--- config.mk ---
export PLATFORM = sky130hd
export DESIGN_NAME = l2_mem_arbiter
export DESIGN_NICKNAME = d
export VERILOG_FILES = /design/src/rtl/l2_mem_arbiter.sv
export SDC_FILE = /design/constraint.sdc
export NUM_CORES = 1
export LEC_CHECK = 0
export ABC_AREA = 1
export BUFFER_PORTS_ARGS = -buffer_cell sky130_fd_sc_hd__clkbuf_2
export CAP_MARGIN = 20
export CELL_PAD_IN_SITES_DETAIL_PLACEMENT = 1
export CELL_PAD_IN_SITES_GLOBAL_PLACEMENT = 1
export CORE_AREA = 10 10 263 265
export DETAILED_ROUTE_END_ITERATION = 12
export DIE_AREA = 0 0 273 275
export PLACE_DENSITY = 0.49
export SLEW_MARGIN = 10
export SYNTH_ARGS = -nofsm -noshare
export SYNTH_HDL_FRONTEND = slang
export SYNTH_SLANG_ARGS = --single-unit
--- constraint.sdc ---
create_clock -name clk -period 2.7 [get_ports clk]
set_clock_uncertainty 0.15 [all_clocks]
set_input_delay 0.54 -clock clk [delete_from_list [all_inputs] [get_ports clk]]
set_output_delay 0.54 -clock clk [all_outputs]
set_load 0.05 [all_outputs]
--- src/rtl/l2_mem_arbiter.sv ---
// Round-robin arbiter sharing the L2 line port between the L1 I-cache and D-cache.
// One line transaction in flight; address/write line latched at grant; sticky watchdog.
module l2_mem_arbiter #(
    parameter int ADDR_W  = 16,
    parameter int LINE_W  = 128,
    parameter int TIMEOUT = 255
) (
    input  logic              clk,
    input  logic              rst_n,
    input  logic              icache_read,
    input  logic [ADDR_W-1:0] icache_address,
    output logic [LINE_W-1:0] icache_rdata,
    output logic              icache_resp,
    input  logic              dcache_read,
    input  logic              dcache_write,
    input  logic [ADDR_W-1:0] dcache_address,
    input  logic [LINE_W-1:0] dcache_wdata,
    output logic [LINE_W-1:0] dcache_rdata,
    output logic              dcache_resp,
    output logic              l2_read,
    output logic              l2_write,
    output logic [ADDR_W-1:0] l2_address,
    output logic [LINE_W-1:0] l2_wdata,
    input  logic [LINE_W-1:0] l2_rdata,
    input  logic              l2_resp,
    output logic              timeout_err
);

    typedef enum logic [2:0] {
        IDLE,
        I_RD,
        D_RD,
        D_WR,
        DONE
    } state_e;

    localparam logic [9:0] TMO = 10'(TIMEOUT);

    state_e            state_q, state_d;
    logic              last_d_q, last_d_d;
    logic [ADDR_W-1:0] addr_q, addr_d;
    logic [LINE_W-1:0] wdata_q, wdata_d;
    logic [9:0]        cnt_q, cnt_d;
    logic              err_q, err_d;
    logic              i_req, d_req, pick_i;

    always_comb begin
        state_d  = state_q;
        last_d_d = last_d_q;
        addr_d   = addr_q;
        wdata_d  = wdata_q;
        cnt_d    = cnt_q;
        i_req    = icache_read;
        d_req    = dcache_read | dcache_write;
        // On a tie the side that did not win last time takes the grant
        pick_i   = i_req && (!d_req || last_d_q);
        unique case (state_q)
            IDLE: begin
                if (i_req || d_req) begin
                    cnt_d = '0;
                    if (pick_i) begin
                        state_d  = I_RD;
                        addr_d   = icache_address;
                        last_d_d = 1'b0;
                    end else begin
                        addr_d   = dcache_address;
                        last_d_d = 1'b1;
                        if (dcache_write) begin
                            state_d = D_WR;
                            wdata_d = dcache_wdata;
                        end else begin
                            state_d = D_RD;
                        end
                    end
                end
            end
            I_RD, D_RD, D_WR: begin
                if (l2_resp) begin
                    state_d = DONE;
                end else if (cnt_q != TMO) begin
                    cnt_d = cnt_q + 10'd1;
                end
            end
            DONE:    state_d = IDLE;
            default: state_d = IDLE;
        endcase
        err_d = err_q | (cnt_d == TMO);
    end

    always_ff @(posedge clk or negedge rst_n) begin
        if (!rst_n) begin
            state_q  <= IDLE;
            last_d_q <= 1'b1;
            addr_q   <= '0;
            wdata_q  <= '0;
            cnt_q    <= '0;
            err_q    <= 1'b0;
        end else begin
            state_q  <= state_d;
            last_d_q <= last_d_d;
            addr_q   <= addr_d;
            wdata_q  <= wdata_d;
            cnt_q    <= cnt_d;
            err_q    <= err_d;
        end
    end

    assign l2_read      = (state_q == I_RD) || (state_q == D_RD);
    assign l2_write     = (state_q == D_WR);
    assign l2_address   = addr_q;
    assign l2_wdata     = wdata_q;
    assign icache_resp  = (state_q == I_RD) && l2_resp;
    assign dcache_resp  = ((state_q == D_RD) || (state_q == D_WR)) && l2_resp;
    assign icache_rdata = icache_resp ? l2_rdata : '0;
    assign dcache_rdata = dcache_resp ? l2_rdata : '0;
    assign timeout_err  = err_q;

endmodule

### After elaboration in Yosys (flattened, before gate mapping)

Cells that the tools add are included.

| operators by class | value |
|---|---|
| add/subtract/negate cells | 1 |
| equality and inequality tests | 7 |
| muxes and demuxes | 13 |
| bitwise gates (word level) | 3 |
| reduce and logical (&&, ||, !) cells | 13 |

Operator list:

| kind | count |
|---|---|
| 2-to-1 mux 128 bit | 2 |
| 2-to-1 mux 10 bit | 3 |
| case mux 10 bit (2 select lines) | 1 |
| 2-to-1 mux 16 bit | 1 |
| adder 10 x 1 -> 10 bit (second input constant) | 1 |
| equality test 10 x 8 -> 1 bit (second input constant) | 1 |
| inequality test 10 x 8 -> 1 bit (second input constant) | 1 |
| equality test 3 x 2 -> 1 bit (second input constant) | 2 |
| 2-to-1 mux 3 bit | 2 |
| case mux 3 bit (2 select lines) | 1 |
| logical OR 1 bit | 4 |
| inequality test 2 bit (second input constant) | 2 |
| AND reduction 2 bit | 2 |
| AND reduction 4 bit | 1 |
| equality test 3 x 1 -> 1 bit (second input constant) | 1 |
| logical AND 1 bit | 3 |
| zero test 3 bit | 1 |
| OR reduction 3 bit | 1 |
| 2-to-1 mux 1 bit | 2 |
| 2-to-1 mux 2 bit | 1 |
| bitwise OR 1 bit | 2 |
| zero test 1 bit | 1 |
| NOT 1 bit | 1 |

| storage, ports and cells | value |
|---|---|
| register bits after elaboration | 159 |
| input bits | 294 |
| output and inout bits | 405 |
| word-level logic and storage cells | 43 |

### Logic depth before layout (Yosys ltp)

| depth | value |
|---|---|
| depth in word-level cells | 7 |
| depth in mapped cells | 13 |
| gate-level depth less buffers | 13 |

### Least setup slack after synthesis

OpenSTA, ideal clock, no wires.

| timing path | value |
|---|---|
| path kind | input to output |
| start point | input l2_resp |
| end point | output dcache_rdata[107] |
| data arrival time | 2.950 ns |
| data required time | 2.010 ns |
| slack | -0.940 ns |
| stages on the path | 6 |
| path buffers | 2 |
| path through | inv_1 nor3_1 inv_1 clkbuf_1 clkbuf_1 nor2_1 |

| between the ends | value |
|---|---|
| longest elaborated chain between the ends | 2 |

Ends and longest elaborated chain:

| item | line | RTL |
|---|---|---|
| start: declaration | 25 | `input logic l2_resp,` |
| logical AND 1 bit | 113 | `assign dcache_resp = ((state_q == D_RD) \|\| (state_q == D_WR)) && l2_resp;` |
| named net dcache_resp | 19 | `output logic dcache_resp,` |
| 2-to-1 mux 128 bit | 115 | `assign dcache_rdata = dcache_resp ? l2_rdata : '0;` |
| end: declaration | 18 | `output logic [LINE_W-1:0] dcache_rdata,` |

The timed path passes the listed nets, and every way through them passes these cells.

### Final worst setup path

| timing path | value |
|---|---|
| start point | register state_q[1] |
| end point | output icache_rdata[76] |

| between the ends | value |
|---|---|
| longest elaborated chain between the ends | 3 |

Ends and longest elaborated chain:

| item | line | RTL |
|---|---|---|
| start: declaration | 39 | `state_e state_q, state_d;` |
| start signal: assignment | 99 | `state_q <= state_d;` |
| equality test 3 x 1 -> 1 bit | 112 | `assign icache_resp = (state_q == I_RD) && l2_resp;` |
| logical AND 1 bit | 112 |  |
| 2-to-1 mux 128 bit | 114 | `assign icache_rdata = icache_resp ? l2_rdata : '0;` |
| end: declaration | 12 | `output logic [LINE_W-1:0] icache_rdata,` |

No other way between the ends.

==> qor.yml <==
drt:
  drtPass1Iterations: 4
  antenna_left: 0
  detail_route.iter0.violations: 401
  viasPerCell: 3.69
  drc: 0
  drt_wl_total_mm: 55.7
  wl_per_cell_um: 22.1
  vias: 9292
worst_setup_path:
  cp.required_ps: 2010
  start_kind: "flip-flop"
  crit_path_max_fanout: 14
  endpoint_kind: "output port"
  cp_num_buf_inv: 5
  cpMaxStageDelayCell: "dfrtp_1"
  crit_chain: "inv_4 -> nand3_4 -> nor2_4 -> buf_6 -> inv_6 -> buf_16 -> nor2_1 -> clkbuf_8"
  critPathArrivalTime_ps: 2020
  critPathMaxStageDelay_ps: 420
  critPathKind: "flip-flop to output port"
  crit_family: "buffers and inverters"
timing:
  min_period_over_period: 1.00
  hold_slack_ps: 135
  hold_viol: 0
  rsz0062_at_grt: "true"
  max_freq_ghz: 0.369
  worst_slack_ps: -6.41
  slew_viol_final: 0
  min_period_ps: 2710
  slew_headroom: 0.653
  worstMarginPinSlew_ps: 515
  tns_ps: -6.41
  setup_viol: 1
power_and_ir_drop:
  power_switching_share: 0.565
  sequentialPowerShare: 0.233
  power_density_nw_per_um2: 1190
  p_clk_frac: 0.144
  power_switching_mw: 10.4
  ir_worst_vdd_mv: 0.735
  power_leakage_nw: 8.10
  comb_power_share: 0.623
  p_int_mw: 7.99
job:
  maxCapViolations: 0
yosys:
  synth.area.top_cells: "dfrtp_1 49%, mux2_1 17%, nor2_1 13%"
  ys_warn_count: 0
  syn_nets: 1226
  netlist_instances: 931
  yosysTopAreaCellShare: 0.489
  ys_seq_elements: 159
  synthFlopType: "dfrtp_1"
  synth_top_area_cell: "dfrtp_1"
  synth.most_common_cell: "nor2_1"
  synth-edff-count: 0
  postSynth.asyncResetShare: 1.00
  netlist_area_um2: 8090
  synthDistinctLibCells: 28
  synth_common_cells: "284 x nor2_1, 158 x dfrtp_1, 149 x inv_1, 120 x mux2_1, 92 x nand2_1"
  syn_area_per_cell_um2: 8.69
  yosysSeqAreaShare: 0.492
floorplan:
  fp.dieH_um: 275
  rows: 93
  io_pins: 699
  fp.dieW_um: 273
  die_area_um2: 75100
  core_um2: 63900
  start_util: 0.127
clocking:
  clk_latency_ps: 450
  path_clk_slew_ps: 70
  cts_sinks: 159
  clockBufferDepth: 2
  cts_buffers: 17
  root_buffer: "clkbuf_16"
  tritoncts: "yes"
  cts_htree_levels: 4
placed_design:
  port_buffers: 698
  dpl.hpwl_mm: 47.2
  globalplace.congestion: 0.928
  dpl.cell_count: 2468
global_route:
  grt_overflow: 0
  grt_pass1_wl_mm: 74.8
  grt_pass1_vias: 10100
  grtUsageTotal: 0.138
  antenna_found_initial: 10
  grt_max_degree: 44
layout:
  final_cells: 2521
  syn_to_final_growth_pct: 90.8
  nFillCells: 7575
  fin_nets: 1944
  sequential_cell_area_um2: 3980
  multi_input_area_um2: 3840
  drive_gt1_frac: 0.554
hold_path:
  hp-class: "input pin to flip-flop"
status:
  violations: "setup timing"
  outcome: "finished with violations"
power by group through the flow:
stage | Combinational [mW] | Clock (mW) | Sequential [mW]
2_1_floorplan | 3.83 | 0 | 8.12
3_3_place_gp | 10.8 | 0 | 4.28
3_5_place_dp | 10.9 | 0 | 4.33
4_1_cts | 11.2 | 2.76 | 4.30
5_1_grt | 12.0 | 2.86 | 4.46
6_report | 11.5 | 2.64 | 4.29
path summary, 6_finish.rpt:
kind                                     startpoint                         to  slack [ps]  depth (start not counted)
max reg2reg                  state_q[2]$_DFFE_PN0P_  l2_wdata[110]$_DFFE_PN0P_         390                          7
max in group asynchronous                     rst_n  l2_wdata[114]$_DFFE_PN0P_        1150                          3
min in group asynchronous                     rst_n   l2_wdata[91]$_DFFE_PN0P_         450                          2
min                               dcache_wdata[101]  l2_wdata[101]$_DFFE_PN0P_         130                          2
max                          state_q[1]$_DFFE_PN0P_           icache_rdata[76]          -6                          8
min reg2reg                l2_wdata[85]$_DFFE_PN0P_   l2_wdata[85]$_DFFE_PN0P_         340                          1
timing repair:
action	CTS	global route
endpoints found under the hold margin	39	0
endpoints found under the setup margin	180	214
cloned	0	7
hold buffers	1	0
pin swaps	1	2
buffers inserted	2	7
gates resized for setup	249	382
area by class of cell:
type	instances	share of cell area
clock inverters	14	0.0127
repair buffers	745	0.343
flip-flops and latches	159	0.258
repair inverters	2	0.00113
multi-input cells	569	0.249
clock buffers	17	0.0276
well taps	855	0.0693
diodes	5	0.000810
inverters	155	0.0390
kinds of logic after synthesis:
family,Yosys count,synth area share
fa+ha+maj,1,0.00155
mux,128,0.178
simple gates,408,0.196
compound gates,31,0.0258
buf+inv,203,0.105
xor+xnor,1,0.00108
flops,159,0.492
routing by layer:
metal,GRT usage,share of wire,wire length [um]
met5,0,0.0013,72
met4,0.0471,0.020,1120
met3,0.0559,0.093,5190
met2,0.237,0.51,28300
met1,0.151,0.38,21000
layout by cell type (no fill, tap or decap), drive strengths merged, types with 2 or more instances in the layout:
| cell | count |
|---|---|
| nor3 | 2 |
| o21ai | 9 |
| a21oi | 4 |
| a31oi | 17 |
| buf | 185 |
| or2 | 2 |
| nand3 | 26 |
| dfrtp | 158 |
| inv | 164 |
| clkinv | 3 |
| mux2 | 128 |
| bufinv | 3 |
| nor2 | 284 |
| clkbuf | 576 |
| nand2 | 92 |
| diode | 5 |
flip-flops by register name, summed over array words and instances, names as in the netlist:
signal       count
state_q          3
l2_address      16
timeout_err      1
last_d_q         1
cnt_q           10
l2_wdata       128
metrics by stage:
stage          total power [mW]  utilization  setup slack, ps  instance area (um^2)
2_1_floorplan              12.0            -             -277                  8420
3_3_place_gp               15.1        0.205              161                 13100
3_5_place_dp               15.2        0.205              140                 13100
4_1_cts                    18.3        0.228            -8.97                 14600
5_1_grt                    19.3        0.242             -128                 15400
6_report                   18.4        0.242            -6.41                 15400
Power figures use the tool's default switching activity.
